===== config.mk =====
export PLATFORM = sky130hd
export DESIGN_NAME = mkds_chan_ctrl_flat
export DESIGN_NICKNAME = d
export VERILOG_FILES = /design/src/rtl/mkds_chan_ctrl_if.sv /design/src/rtl/mkds_chan_ctrl.sv /design/src/flat_wrapper.sv
export SDC_FILE = /design/constraint.sdc
export NUM_CORES = 1
export LEC_CHECK = 0
export ABC_CLOCK_PERIOD_IN_PS = 7650
export BUFFER_PORTS_ARGS = -buffer_cell sky130_fd_sc_hd__buf_2
export CAP_MARGIN = 20
export CORE_MARGIN = 2
export CORE_UTILIZATION = 43
export DETAILED_ROUTE_END_ITERATION = 12
export PLACE_DENSITY = 0.72
export SETUP_SLACK_MARGIN = 0.3
export SLEW_MARGIN = 20
export SYNTH_ARGS = -nofsm -noshare
export SYNTH_HDL_FRONTEND = slang
export SYNTH_SLANG_ARGS = --single-unit

===== constraint.sdc =====
create_clock -name CLK -period 7.65 [get_ports CLK]
set_input_delay 0.765 -clock CLK [delete_from_list [all_inputs] [get_ports CLK]]
set_output_delay 0.765 -clock CLK [all_outputs]
set_load 0.02 [all_outputs]

===== src/rtl/mkds_chan_ctrl_if.sv =====
// Host-side bus of the MKDS channel controller.
// Handshake: CS is the only qualifier and acts as "valid"; there is no
// "ready" because the controller consumes exactly one data_in word on every
// CLK rising edge where CS=1. A frame is a run of consecutive CS=1 cycles:
// the first word is the command, the rest are payload words.
interface mkds_chan_ctrl_if #(
  parameter int N_CH   = 16,
  parameter int DATA_W = 8
);
  logic                     CS;
  logic [15:0]              data_in;
  logic [N_CH*DATA_W-1:0]   data_out;
  logic [N_CH-1:0]          strobe;
  logic [N_CH-1:0]          OE;
  logic [N_CH-1:0]          dir;
  logic                     busy;
  logic                     err;
  logic                     wdt_trip;

  // Host side: drives frames, observes the channel state.
  modport master (
    output CS, data_in,
    input  data_out, strobe, OE, dir, busy, err, wdt_trip
  );

  // Controller side.
  modport slave (
    input  CS, data_in,
    output data_out, strobe, OE, dir, busy, err, wdt_trip
  );
endinterface


===== src/rtl/mkds_chan_ctrl.sv =====
// MKDS channel control/register block.
// Decodes CS-framed command/payload words into per-channel data registers
// (auto-incrementing burst writes with a one-cycle write strobe), OE and dir
// masks written 16 bits per payload word, a sticky range-error flag, and an
// optional watchdog that drops OE when the host stops sending frames.
// busy is a direct decode of the FSM state (high in PAYLOAD).
module mkds_chan_ctrl #(
  parameter int N_CH       = 16,
  parameter int DATA_W     = 8,
  parameter int WDT_CYCLES = 0
) (
  input  logic            CLK,
  input  logic            RST,
  mkds_chan_ctrl_if.slave bus
);

  localparam int N_MW    = (N_CH + 15) / 16;   // 16-bit mask words per mask
  localparam int MW_BITS = N_MW * 16;
  localparam int DW      = N_CH * DATA_W;
  localparam logic [7:0] N_CH_B = 8'(N_CH);
  localparam logic [7:0] N_MW_B = 8'(N_MW);
  localparam int WDT_W = (WDT_CYCLES > 0) ? $clog2(WDT_CYCLES + 1) : 1;
  localparam logic [WDT_W-1:0] WDT_FULL = (WDT_CYCLES > 0) ? WDT_W'(WDT_CYCLES) : '0;
  localparam logic [WDT_W-1:0] WDT_LAST = (WDT_CYCLES > 0) ? WDT_W'(WDT_CYCLES - 1) : '0;

  typedef enum logic {
    S_IDLE    = 1'b0,
    S_PAYLOAD = 1'b1
  } state_t;

  typedef enum logic [1:0] {
    OP_DATA = 2'b00,
    OP_OE   = 2'b01,
    OP_DIR  = 2'b10,
    OP_NOP  = 2'b11
  } op_t;

  state_t             state_q, state_d;
  op_t                op_q, op_d;
  logic [7:0]         addr_q, addr_d;
  logic [DW-1:0]      data_q, data_d;
  logic [N_CH-1:0]    strobe_q, strobe_d;
  logic [N_CH-1:0]    oe_q, oe_d;
  logic [N_CH-1:0]    dir_q, dir_d;
  logic               err_q, err_d;
  logic               trip_q, trip_d;
  logic [WDT_W-1:0]   wdt_q, wdt_d;

  // Scratch vector: the current mask padded to whole 16-bit words so a
  // payload word can be dropped in at any legal word index.
  logic [MW_BITS-1:0] mask_pad;
  logic               unused_bits;

  // Next-state, register writes, error flag and watchdog.
  always_comb begin
    state_d  = state_q;
    op_d     = op_q;
    addr_d   = addr_q;
    data_d   = data_q;
    strobe_d = '0;
    oe_d     = oe_q;
    dir_d    = dir_q;
    err_d    = err_q;
    trip_d   = trip_q;
    wdt_d    = wdt_q;
    mask_pad = '0;

    // Watchdog first so that an OE write later in this block overrides a
    // trip on the same edge. Any CS=1 cycle and the frame-end cycle (the
    // only CS=0 cycle spent in PAYLOAD) restart the count.
    if (WDT_CYCLES > 0) begin
      if (bus.CS || state_q == S_PAYLOAD) begin
        wdt_d = '0;
      end else if (wdt_q != WDT_FULL) begin
        wdt_d = wdt_q + WDT_W'(1);
        if (wdt_q == WDT_LAST) begin
          oe_d   = '0;
          trip_d = 1'b1;
        end
      end
    end

    case (state_q)
      S_IDLE: begin
        if (bus.CS) begin
          op_d    = op_t'(bus.data_in[15:14]);
          addr_d  = bus.data_in[7:0];
          state_d = S_PAYLOAD;
          if (bus.data_in[15:14] == OP_NOP && bus.data_in[8]) begin
            err_d = 1'b0;
          end
        end
      end

      S_PAYLOAD: begin
        if (bus.CS) begin
          // Saturate so an overrun burst keeps flagging errors instead of
          // wrapping back onto channel 0.
          addr_d = (addr_q == 8'hFF) ? 8'hFF : addr_q + 8'd1;
          case (op_q)
            OP_DATA: begin
              if (addr_q < N_CH_B) begin
                for (int i = 0; i < N_CH; i++) begin
                  if (addr_q == 8'(i)) begin
                    data_d[i*DATA_W +: DATA_W] = bus.data_in[DATA_W-1:0];
                    strobe_d[i]                = 1'b1;
                  end
                end
              end else begin
                err_d = 1'b1;
              end
            end

            OP_OE, OP_DIR: begin
              if (addr_q < N_MW_B) begin
                mask_pad[N_CH-1:0] = (op_q == OP_OE) ? oe_q : dir_q;
                for (int w = 0; w < N_MW; w++) begin
                  if (addr_q == 8'(w)) begin
                    mask_pad[w*16 +: 16] = bus.data_in;
                  end
                end
                if (op_q == OP_OE) begin
                  oe_d   = mask_pad[N_CH-1:0];
                  trip_d = 1'b0;
                end else begin
                  dir_d  = mask_pad[N_CH-1:0];
                end
              end else begin
                err_d = 1'b1;
              end
            end

            default: begin
              // NOP/kick payload words are accepted and ignored.
            end
          endcase
        end else begin
          state_d = S_IDLE;
        end
      end

      default: state_d = S_IDLE;
    endcase
  end

  // Reserved command bits and mask bits beyond N_CH carry no state.
  assign unused_bits = ^{bus.data_in[13:9], mask_pad};

  // State and register file, cleared asynchronously.
  always_ff @(posedge CLK or posedge RST) begin
    if (RST) begin
      state_q  <= S_IDLE;
      op_q     <= OP_DATA;
      addr_q   <= 8'd0;
      data_q   <= '0;
      strobe_q <= '0;
      oe_q     <= '0;
      dir_q    <= '0;
      err_q    <= 1'b0;
      trip_q   <= 1'b0;
      wdt_q    <= '0;
    end else begin
      state_q  <= state_d;
      op_q     <= op_d;
      addr_q   <= addr_d;
      data_q   <= data_d;
      strobe_q <= strobe_d;
      oe_q     <= oe_d;
      dir_q    <= dir_d;
      err_q    <= err_d;
      trip_q   <= trip_d;
      wdt_q    <= wdt_d;
    end
  end

  assign bus.data_out = data_q;
  assign bus.strobe   = strobe_q;
  assign bus.OE       = oe_q;
  assign bus.dir      = dir_q;
  assign bus.busy     = (state_q == S_PAYLOAD);
  assign bus.err      = err_q;
  assign bus.wdt_trip = trip_q;

endmodule


===== src/flat_wrapper.sv =====
// flat-port wrapper written by rule: the top's interface ports become plain ports
module mkds_chan_ctrl_flat 
#(
  parameter int N_CH       = 16,
  parameter int DATA_W     = 8,
  parameter int WDT_CYCLES = 0
)
  (CLK, RST, bus_CS, bus_data_in, bus_data_out, bus_strobe, bus_OE, bus_dir, bus_busy, bus_err, bus_wdt_trip);
  mkds_chan_ctrl_if #(.N_CH(N_CH), .DATA_W(DATA_W)) bus_i ();
  input  logic CLK;
  input  logic RST;
  input wire logic [$bits(bus_i.CS)-1:0] bus_CS;
  input wire logic [$bits(bus_i.data_in)-1:0] bus_data_in;
  output wire logic [$bits(bus_i.data_out)-1:0] bus_data_out;
  output wire logic [$bits(bus_i.strobe)-1:0] bus_strobe;
  output wire logic [$bits(bus_i.OE)-1:0] bus_OE;
  output wire logic [$bits(bus_i.dir)-1:0] bus_dir;
  output wire logic [$bits(bus_i.busy)-1:0] bus_busy;
  output wire logic [$bits(bus_i.err)-1:0] bus_err;
  output wire logic [$bits(bus_i.wdt_trip)-1:0] bus_wdt_trip;
  assign bus_i.CS = bus_CS;
  assign bus_i.data_in = bus_data_in;
  assign bus_data_out = bus_i.data_out;
  assign bus_strobe = bus_i.strobe;
  assign bus_OE = bus_i.OE;
  assign bus_dir = bus_i.dir;
  assign bus_busy = bus_i.busy;
  assign bus_err = bus_i.err;
  assign bus_wdt_trip = bus_i.wdt_trip;
  mkds_chan_ctrl #(.N_CH(N_CH), .DATA_W(DATA_W), .WDT_CYCLES(WDT_CYCLES)) u_core (.CLK(CLK), .RST(RST), .bus(bus_i));
endmodule

==> results of run 1 <==
synthesized netlist by cell type, types with 2 or more instances:
cell / n / area [sq um]
dfrtp_1: 188 / 4700
nor3_2: 2 / 20.0
and3_1: 2 / 12.5
o22ai_1: 4 / 25.0
inv_1: 8 / 30.0
o21ai_0: 6 / 30.0
clkbuf_1: 19 / 71.3
nor2b_1: 3 / 18.8
or4_1: 2 / 15.0
nor4_4: 5 / 106
nand2b_1: 5 / 31.3
buf_2: 4 / 20.0
ha_1: 8 / 100
a21oi_1: 3 / 15.0
buf_1: 6 / 22.5
nand3_1: 3 / 15.0
nor3_1: 3 / 15.0
nor4_1: 2 / 12.5
nor3b_1: 2 / 15.0
a211oi_1: 2 / 15.0
buf_6: 2 / 22.5
nand4_1: 8 / 50.1
mux2_2: 160 / 1800
a311oi_1: 3 / 26.3
nor3_4: 8 / 130
nand4b_1: 2 / 17.5
nand2_1: 8 / 30.0
nor2_1: 9 / 33.8
cell type report:
type,instances,share of cell area
sequential,188,0.509
multi-input combinational,262,0.284
timing repair buffer,198,0.108
clock buffer,20,0.0494
tap,225,0.0305
clock inverter,12,0.0148
inverter,8,0.00406
worst reg2reg max path: cells and delay by family, from the launching register on:
family	cells	cell delay (ns)
AND/OR/NAND/NOR	2	1.15
multiplexers	1	0.57
flip-flops	1	0.46
adder cells (fa/ha/maj)	1	0.19
buffers and inverters	1	0.16
layout by cell type, fill, tap and decap left out, types with 2 or more instances in the layout:
cell type,n
buf_2,196
dfrtp_1,188
mux2_2,160
clkbuf_16,17
nor2_1,9
nand2_1,8
nand4_1,8
nor3_4,8
ha_1,8
inv_1,7
o21ai_0,6
nor4_4,5
nand2b_1,5
o22ai_1,4
nor2b_1,3
nor3_1,3
nand3_1,3
a311oi_1,3
a21oi_1,3
clkinv_2,3
or4_1,2
nor4_1,2
nor3b_1,2
and3_1,2
a211oi_1,2
nor3_2,2
inv_8,2
nand4b_1,2
clkinvlp_4,2
clkbuf_8,2
bufinv_16,2
clkinv_4,2
inv_6,2
buf_4,2
state kept, by name, summed over array words and instances, names as in the netlist:
signal               flops
u_core.op_q              2
u_core.bus.data_out    128
u_core.addr_q            8
u_core.bus.strobe       16
u_core.bus.dir          16
u_core.bus.OE           16
u_core.bus.err           1
u_core.bus.busy          1
final timing paths:
check,start,to,slack (ns),depth (start not counted)
max,u_core.addr_q[0]$_DFFE_PP0P_,u_core.bus.OE[12]$_DFFE_PP0P_,5.01,5
min,RST,u_core.bus.OE[1]$_DFFE_PP0P_,0.49,2
max reg2reg,u_core.addr_q[0]$_DFFE_PP0P_,u_core.bus.OE[12]$_DFFE_PP0P_,5.01,5
min reg2reg,u_core.bus.data_out[90]$_DFFE_PP0P_,u_core.bus.data_out[90]$_DFFE_PP0P_,0.50,1
max in group asynchronous,RST,u_core.bus.data_out[75]$_DFFE_PP0P_,5.73,3
min in group CLK,u_core.bus.data_out[90]$_DFFE_PP0P_,u_core.bus.data_out[90]$_DFFE_PP0P_,0.50,1
stage by stage:
step           std cells  cell area (sq um)  hold slack [ns]  power, mW
2_1_floorplan        490               7510            0.549       1.25
3_3_place_gp         881               8650            0.485       1.32
3_5_place_dp         881               8650            0.489       1.34
4_1_cts              913               9240            0.504       2.22
5_1_grt              913               9240            0.513       2.28
6_report             913               9240            0.492       2.20
kinds of logic after synthesis:
| kind of cell | share of synthesized area |
|---|---|
| flops | 0.627 |
| mux | 0.240 |
| simple gates | 0.0757 |
| buf+inv | 0.0232 |
| compound gates | 0.0207 |
| fa+ha+maj | 0.0133 |
| other cells | 0.000500 |
layer usage:
metal  vias to the layer above  wire length [um]  global-route usage  part of all wire
met2                       150              9620               0.344              0.53
met1                      2501              7420               0.252              0.41
met3                        20               976              0.0526             0.053
li1                       2120                 -                   -                 -
met5                         -                 0                   0                 0
met4                         0               270              0.0712             0.015
power breakdown:
part	internal [mW]	leakage (nW)	switching [mW]
registers	1.04	2.59	0.0379
clock network	0.503	0.289	0.380
logic	0.0766	2.31	0.163
==> reports/metrics.cfg, run 1 <==
[outcome]
status = finished clean

[yosys]
syn_nets = 517
synthArstFlopShare = 1.00
synth_ff_type = dfrtp_1
synth.yosys.seq_area_share = 0.627
syn_area_per_cell_sq_um = 15.3
syn_area_sq_mm = 0.00751
synthCells = 490
synth_edf_count = 0
ys.warnings.count = 0
ys_seq_elements = 188
synth_cell_types = 41

[grt]
grt_max_degree = 117
grt_pass1_vias = 4958
grt_use_total = 0.203
grt_pass1_wl_um = 28300
overflow = 0
antenna_found_initial = 0

[finish]
regArea_sq_mm = 0.00470
syn2layout_area_growth_pct = 23.1
layout-drive-gt1-share = 0.592
layout.nets = 702
antennaDiodeCount = 0
final_util = 0.538
fillers = 1478
multi_input_area_sq_mm = 0.00263

[die]
dieArea_sq_mm = 0.0185
die_x_um = 136
die_h_um = 136
initial_core_util = 0.437
coreArea_sq_mm = 0.0172
fp-row-count = 48
ios = 198

[setup_path]
crit_family = simple AND/OR/NAND/NOR gates
cp_max_fo = 16
critical_path.max_stage_delay_ns = 0.78
worstPathCellList = inv_1 -> ha_1 -> nor3b_1 -> nand4_1 -> mux2_2
worst-path-buf-inv = 1
crit_required_ns = 7.96
setup.worst_path.start_class = register
crit_arrival_ns = 2.95
end_kind = register
crit_slowest_cell = nand4_1
worstSetupPathType = reg -> reg

[clock_network]
clock_latency_ns = 0.42
numCtsBuffers = 17
ctsHoldBuffers = 0
clockBufferDepth = 2
cts_setup_buffers = 0
htreeDepth = 4
cts_tree = yes
root_buffer = clkbuf_16
cts.sinks = 188
cts_repair_resize_count = 0
clkTransAtPathRegs_ns = 0.07

[pwr]
cellLeakagePower_nw = 5.19
ir_drop_uv = 147
powerDensity_mw_per_mm2 = 238

[routing]
vias = 4791
drtIter0Drc = 243
viasPerCell = 5.25
wirelength_um = 18300
route.detailed.drc = 0
drtAntennaViolNets = 0
firstDrtPassIters = 5
wl_per_cell_um = 20.0

[placed_design]
place_ws_ns = 4.89
place.gp.congestion = 0.873
io_buffer_count = 196
dp_hpwl_um = 12800

[timing]
relSlewSlack = 0.394
setup_ws_ns = 5.01
grt_setup_unrepaired = false
maxSlewViolCount = 0
max_freq_mhz = 378
period_share = 0.345
finalSetupTns_ns = 0
tightest_slew_ns = 0.907
min_period_ns = 2.64
clock_skew_ns = 0.00746
finalHoldViolations = 0
finalSetupViolCount = 0

[min_path]
hold_class = in -> async

[job]
cap_violations = 0

(Power assumes the default switching activity.)
==> run 2: changes to the inputs <==
--- a/config.mk
+++ b/config.mk
@@ -5,7 +5,7 @@
 export SDC_FILE = /design/constraint.sdc
 export NUM_CORES = 1
 export LEC_CHECK = 0
-export ABC_CLOCK_PERIOD_IN_PS = 7650
+export ABC_CLOCK_PERIOD_IN_PS = 2650
 export BUFFER_PORTS_ARGS = -buffer_cell sky130_fd_sc_hd__buf_2
 export CAP_MARGIN = 20
 export CORE_MARGIN = 2
==> constraint.sdc (replaced) <==
create_clock -name CLK -period 2.65 [get_ports CLK]
set_input_delay 0.265 -clock CLK [delete_from_list [all_inputs] [get_ports CLK]]
set_output_delay 0.265 -clock CLK [all_outputs]
set_load 0.02 [all_outputs]
==> run 2 against run 1 <==
Global-route usage grew 0.46 points. Cell count grew 2.8%. Largest cell class unchanged. Critical path type unchanged. Setup slack got worse by 4.6 ns. Highest routed layer unchanged. Clock skew increased by 0.0037 ns.
==> reports/metrics.cfg, run 2 (synthesis results as in run 1) <==
[timing]
relSlewSlack = 0.624  ; was 0.394
grt_setup_unrepaired = false  ; unchanged
finalSetupViolCount = 0  ; unchanged
tightest_slew_ns = 0.564  ; was 0.907 ns
max_freq_mhz = 451  ; was 378 MHz
period_share = 0.838  ; was 0.345
clock_skew_ns = 0.0112  ; was 0.00746 ns
hold_ws_ns = 0.0928  ; was 0.492 ns
setup_ws_ns = 0.431  ; was 5.01 ns
maxSlewViolCount = 0  ; unchanged
finalHoldViolations = 0  ; unchanged
min_period_ns = 2.22  ; was 2.64 ns

[min_path]
min_path_cells = 2
holdPathEnd = u_core.bus.dir[9]$_DFFE_PP0P_
hold_class = in -> reg  ; was in -> async
hold_path_startpoint = bus_data_in[9]

[setup_path]
crit_arrival_ns = 2.53  ; was 2.95 ns
worstSetupPathType = reg -> reg  ; unchanged
worstPathCellList = or4_1 -> buf_4 -> nor3_4 -> mux2_2  ; was inv_1 -> ha_1 -> nor3b_1 -> nand4_1 -> mux2_2
crit_slowest_cell = or4_1  ; was nand4_1
cp_max_fo = 17  ; was 16
setup.worst_path.start_class = register  ; unchanged
crit_family = simple AND/OR/NAND/NOR gates  ; unchanged
rrSetupSlack_ns = 0.43  ; was 5.01 ns
reg2reg_to = u_core.bus.data_out[98]$_DFFE_PP0P_  ; was u_core.bus.OE[12]$_DFFE_PP0P_
critical_path.max_stage_delay_ns = 0.54  ; was 0.78 ns
crit_required_ns = 2.96  ; was 7.96 ns
r2r_cells = 4  ; was 5
end_kind = register  ; unchanged
regToRegStartpoint = u_core.addr_q[4]$_DFFE_PP0P_  ; was u_core.addr_q[0]$_DFFE_PP0P_
startpoint = u_core.addr_q[4]$_DFFE_PP0P_  ; was u_core.addr_q[0]$_DFFE_PP0P_
worst-path-buf-inv = 1  ; unchanged

[routing]
vias = 4879  ; was 4791
viasPerCell = 5.20  ; was 5.25
wl_per_cell_um = 20.1  ; was 20.0 um
wirelength_um = 18900  ; was 18300 um
drtAntennaViolNets = 0  ; unchanged
drtIter0Drc = 261  ; was 243
firstDrtPassIters = 5  ; unchanged
route.detailed.drc = 0  ; unchanged

[finish]
layout-drive-gt1-share = 0.605  ; was 0.592
final_cell_mix = buf_2, dfrtp_1, mux2_2  ; unchanged
syn2layout_area_growth_pct = 26.8  ; was 23.1%
antennaDiodeCount = 0  ; unchanged
largest_register_ffs = 128  ; unchanged
mostFrequentLayoutCell = buf_2  ; unchanged
layout.nets = 729  ; was 702
final_util = 0.554  ; was 0.538

[clock_network]
clock_latency_ns = 0.42  ; about the same
cts_repair_resize_count = 0  ; unchanged
cts.sinks = 188  ; unchanged
cts_tree = yes  ; unchanged
numCtsBuffers = 17  ; unchanged
htreeDepth = 4  ; unchanged
clkTransAtPathRegs_ns = 0.07  ; about the same
clockBufferDepth = 2  ; unchanged
root_buffer = clkbuf_16  ; unchanged

[pwr]
p_seq_frac = 0.499  ; was 0.489
netSwitchingPower_mw = 1.67  ; was 0.581 mW
p_int_mw = 4.55  ; was 1.62 mW
cellLeakagePower_nw = 5.32  ; was 5.19 nW
p_total_mw = 6.23  ; was 2.20 mW
ir_drop_uv = 483  ; was 147 uV
powerDensity_mw_per_mm2 = 654  ; was 238 mW/mm^2
swShare = 0.269  ; was 0.264
clkPwrFrac = 0.387  ; was 0.402
pwr-share-comb = 0.115  ; was 0.109

[grt]
grt_max_degree = 102  ; was 117
grt_pass1_wl_um = 28800  ; was 28300 um
grt_use_total = 0.208  ; was 0.203
grt_pass1_vias = 4944  ; was 4958
overflow = 0  ; unchanged
antenna_found_initial = 0  ; unchanged

[die]
die_h_um = 136  ; unchanged
dieArea_sq_mm = 0.0185  ; unchanged
die_x_um = 136  ; unchanged
ios = 198  ; unchanged
fp-row-count = 48  ; unchanged
initial_core_util = 0.437  ; unchanged
coreArea_sq_mm = 0.0172  ; unchanged

[placed_design]
place_ws_ns = 0.252  ; was 4.89 ns
io_buffer_count = 196  ; unchanged
dp_hpwl_um = 12900  ; was 12800 um
place.gp.congestion = 0.851  ; was 0.873

[job]
cap_violations = 0  ; unchanged

[outcome]
status = finished clean  ; unchanged

-- run 2: cell count changes in the layout (fill, tap and decap cells not counted), moves of 2 or more --
| cell | delta |
|---|---|
| buf_4 | +17 |
| inv_8 | -2 |
| clkinvlp_4 | +3 |
| buf_12 | +9 |
-- run 2: worst max path at each step --
| stage | end | slack, ns | depth (start not counted) |
|---|---|---|---|
| floorplan | u_core.addr_q[0]$_DFFE_PP0P_ | -0.04 | 1 |
| global route | u_core.bus.data_out[17]$_DFFE_PP0P_ | 0.32 | 6 |
| finish | u_core.bus.data_out[98]$_DFFE_PP0P_ | 0.43 | 4 |
| detailed placement | u_core.bus.data_out[14]$_DFFE_PP0P_ | 0.25 | 4 |
| global placement | u_core.bus.data_out[10]$_DFFE_PP0P_ | 0.31 | 4 |
| CTS | u_core.bus.data_out[33]$_DFFE_PP0P_ | 0.30 | 4 |
-- run 2: repair_timing --
item,CTS,global route
setup buffers,0,17
hold buffers,1,0
pin swaps,7,12
endpoints found under the hold margin,8,0
endpoints found under the setup margin,57,99
-- run 2: power groups by stage --
| stage | logic, mW | registers, mW | clock network, mW |
|---|---|---|---|
| 6_report | 0.713 | 3.10 | 2.41 |
| 4_1_cts | 0.719 | 3.10 | 2.47 |
| 2_1_floorplan | 0.365 | 3.25 | 0 |
| 3_3_place_gp | 0.692 | 3.14 | 0 |
| 5_1_grt | 0.772 | 3.12 | 2.60 |
| 3_5_place_dp | 0.714 | 3.15 | 0 |
-- run 2: layout make-up --
class                   count  area (sq um)
multi-input cells         262          2630
flip-flops and latches    188          4700
inverters                   8          33.8
clock inverters            12           114
clock buffers              19           443
well taps                 225           282
fillers                  1427          7660
repair buffers            225          1310
-- run 2: metal layers --
metal  global-route usage  part of all wire
met5                    0                 0
met1                0.253              0.40
met2                0.358              0.53
met4               0.0654             0.024
met3               0.0578             0.052
-- run 2: per-stage QoR --
stage	cells	setup TNS [ns]	area, sq um
after floorplan	490	-6.67	7510
after global placement	890	0	8740
after detailed placement	890	0	8740
after CTS	922	0	9300
after global routing	939	0	9520
final	939	0	9520
==> run 3: changes to the inputs <==
--- a/config.mk
+++ b/config.mk
@@ -5,7 +5,7 @@
 export SDC_FILE = /design/constraint.sdc
 export NUM_CORES = 1
 export LEC_CHECK = 0
-export ABC_CLOCK_PERIOD_IN_PS = 2650
+export ABC_CLOCK_PERIOD_IN_PS = 2300
 export BUFFER_PORTS_ARGS = -buffer_cell sky130_fd_sc_hd__buf_2
 export CAP_MARGIN = 20
 export CORE_MARGIN = 2
==> constraint.sdc (replaced) <==
create_clock -name CLK -period 2.3 [get_ports CLK]
set_input_delay 0.23 -clock CLK [delete_from_list [all_inputs] [get_ports CLK]]
set_output_delay 0.23 -clock CLK [all_outputs]
set_load 0.02 [all_outputs]
==> run 3 against run 2 <==
Utilization is 3.3 points higher. Fmax up 7.6%. Non-clock buffer count up 13. First-iteration DRC count grew 5.0%. Clock skew decreased by 0.0043 ns. Critical endpoint is now u_core.bus.data_out[38]$_DFFE_PP0P_. Largest cell class unchanged. Largest power group unchanged.
==> reports/metrics.cfg, run 3 (synthesis results as in run 1) <==
[timing]
finalHoldViolations = 0  ; unchanged
min_period_ns = 2.06  ; was 2.22 ns
setup_ws_ns = 0.238  ; was 0.431 ns
tightest_slew_ns = 0.613  ; was 0.564 ns
relSlewSlack = 0.590  ; was 0.624
max_freq_mhz = 485  ; was 451 MHz
maxSlewViolCount = 0  ; unchanged
clock_skew_ns = 0.00687  ; was 0.0112 ns
finalSetupViolCount = 0  ; unchanged
period_share = 0.897  ; was 0.838
grt_setup_unrepaired = true  ; was false

[min_path]
min_path_cells = 2  ; unchanged
hold_class = in -> reg  ; unchanged
hold_path_startpoint = bus_data_in[12]  ; was bus_data_in[9]
holdPathEnd = u_core.bus.OE[12]$_DFFE_PP0P_  ; was u_core.bus.dir[9]$_DFFE_PP0P_

[finish]
antennaDiodeCount = 0  ; unchanged
final_cell_mix = buf_2, dfrtp_1, mux2_4  ; was buf_2, dfrtp_1, mux2_2
mostFrequentLayoutCell = buf_2  ; unchanged
syn2layout_area_growth_pct = 34.4  ; was 26.8%
fillers = 1379  ; was 1427
layout.nets = 742  ; was 729
largest_register_ffs = 128  ; unchanged
layout-drive-gt1-share = 0.632  ; was 0.605

[pwr]
swShare = 0.282  ; was 0.269
cellLeakagePower_nw = 5.55  ; was 5.32 nW
powerDensity_mw_per_mm2 = 731  ; was 654 mW/mm^2
pwr-share-comb = 0.134  ; was 0.115
clkPwrFrac = 0.381  ; was 0.387
netSwitchingPower_mw = 2.08  ; was 1.67 mW
p_total_mw = 7.38  ; was 6.23 mW
ir_drop_uv = 562  ; was 483 uV
p_seq_frac = 0.485  ; was 0.499
p_int_mw = 5.30  ; was 4.55 mW

[job]
cap_violations = 0  ; unchanged

[die]
die_h_um = 136  ; unchanged
die_x_um = 136  ; unchanged
dieArea_sq_mm = 0.0185  ; unchanged
initial_core_util = 0.437  ; unchanged
fp-row-count = 48  ; unchanged
coreArea_sq_mm = 0.0172  ; unchanged
ios = 198  ; unchanged

[setup_path]
worstSetupPathType = reg -> reg  ; unchanged
end_kind = register  ; unchanged
regToRegStartpoint = u_core.addr_q[7]$_DFFE_PP0P_  ; was u_core.addr_q[4]$_DFFE_PP0P_
cp_max_fo = 8  ; was 17
crit_arrival_ns = 2.37  ; was 2.53 ns
crit_required_ns = 2.61  ; was 2.96 ns
setup.worst_path.start_class = register  ; unchanged
rrSetupSlack_ns = 0.24  ; was 0.43 ns
reg2reg_to = u_core.bus.data_out[38]$_DFFE_PP0P_  ; was u_core.bus.data_out[98]$_DFFE_PP0P_
r2r_cells = 5  ; was 4
startpoint = u_core.addr_q[7]$_DFFE_PP0P_  ; was u_core.addr_q[4]$_DFFE_PP0P_

[routing]
firstDrtPassIters = 5  ; unchanged
wirelength_um = 19500  ; was 18900 um
viasPerCell = 5.26  ; was 5.20
drtIter0Drc = 274  ; was 261
wl_per_cell_um = 20.4  ; was 20.1 um
drtAntennaViolNets = 0  ; unchanged
vias = 5015  ; was 4879
route.detailed.drc = 0  ; unchanged

[clock_network]
cts_tree = yes  ; unchanged
clockBufferDepth = 2  ; unchanged
htreeDepth = 4  ; unchanged
numCtsBuffers = 17  ; unchanged
clock_latency_ns = 0.43  ; was 0.42 ns
cts.sinks = 188  ; unchanged
clkTransAtPathRegs_ns = 0.07  ; about the same
root_buffer = clkbuf_16  ; unchanged

[grt]
antenna_found_initial = 0  ; unchanged
overflow = 0  ; unchanged
grt_max_degree = 82  ; was 102
grt_pass1_vias = 5260  ; was 4944
grt_pass1_wl_um = 29900  ; was 28800 um
grt_use_total = 0.215  ; was 0.208

[placed_design]
place_ws_ns = 0.119  ; was 0.252 ns
dp_hpwl_um = 13000  ; was 12900 um
place.gp.congestion = 0.803  ; was 0.851
io_buffer_count = 196  ; unchanged

[outcome]
status = finished clean  ; unchanged

run 3: cell types whose count changed in the layout (fill, tap and decap cells not counted), sizes merged:
cell    delta
bufinv     -1
clkbuf     -1
inv        +3
buf       +12
bufbuf     +1
run 3: power by group through the flow:
stage / registers [mW] / logic, mW / clock network, mW
after floorplan: 3.75 / 0.469 / 0
after CTS: 3.57 / 0.975 / 2.87
after detailed placement: 3.63 / 0.922 / 0
after global routing: 3.60 / 1.06 / 3.01
after global placement: 3.62 / 0.893 / 0
final: 3.58 / 0.988 / 2.81
run 3: per-layer routing:
metal | part of all wire | GRT usage | vias up
li1 | - | - | 2195
met1 | 0.44 | 0.281 | 2585
met2 | 0.48 | 0.345 | 203
met5 | 0 | 0 | -
met4 | 0.015 | 0.0689 | 0
met3 | 0.068 | 0.0634 | 32
run 3: cell type report:
| class | instances | area [sq um] | share of cell area |
|---|---|---|---|
| Clock buffer | 18 | 439 | 0.0435 |
| Clock inverter | 14 | 129 | 0.0128 |
| Timing Repair Buffer | 238 | 1470 | 0.145 |
| Inverter | 8 | 33.8 | 0.00335 |
| Sequential cell | 188 | 4710 | 0.467 |
| Tap cell | 225 | 282 | 0.0279 |
| Multi-Input combinational cell | 262 | 3030 | 0.301 |
run 3: worst max-delay path by stage:
stage / slack [ns] / to / depth (start not counted)
detailed placement: 0.12 / u_core.bus.data_out[64]$_DFFE_PP0P_ / 5
CTS: 0.24 / u_core.bus.data_out[64]$_DFFE_PP0P_ / 5
floorplan: -0.35 / u_core.addr_q[0]$_DFFE_PP0P_ / 1
global placement: 0.21 / u_core.bus.data_out[66]$_DFFE_PP0P_ / 5
global route: 0.17 / u_core.bus.data_out[64]$_DFFE_PP0P_ / 5
finish: 0.24 / u_core.bus.data_out[38]$_DFFE_PP0P_ / 5
run 3: through the flow:
stage | cell area (sq um) | utilization | setup TNS, ns | cells | hold slack, ns
after CTS | 9980 | 0.581 | 0 | 949 | 0.0204
final | 10100 | 0.587 | 0 | 953 | 0.0423
after global routing | 10100 | 0.587 | 0 | 953 | 0.0313
after floorplan | 7820 | - | -65.89 | 490 | 0.261
after detailed placement | 9200 | 0.535 | 0 | 910 | 0.333
after global placement | 9200 | 0.535 | 0 | 910 | 0.321
run 3: worst max-delay path, stage by stage, from the launching register on:
cell and delay, ns:
dfrtp_1 0.38, or4_4 0.57, bufbuf_16 0.31, nor3_4 0.20
buf_6 0.18, mux2_4 0.30
run 3: timing repair:
action / CTS / global route
hold buffers: 1 / 0
gates cloned: 3 / 1
pin swaps: 4 / 0
setup endpoints to repair: 87 / 136
buffers inserted: 3 / 3
hold endpoints to repair: 21 / 0
resized for setup: 26 / 26
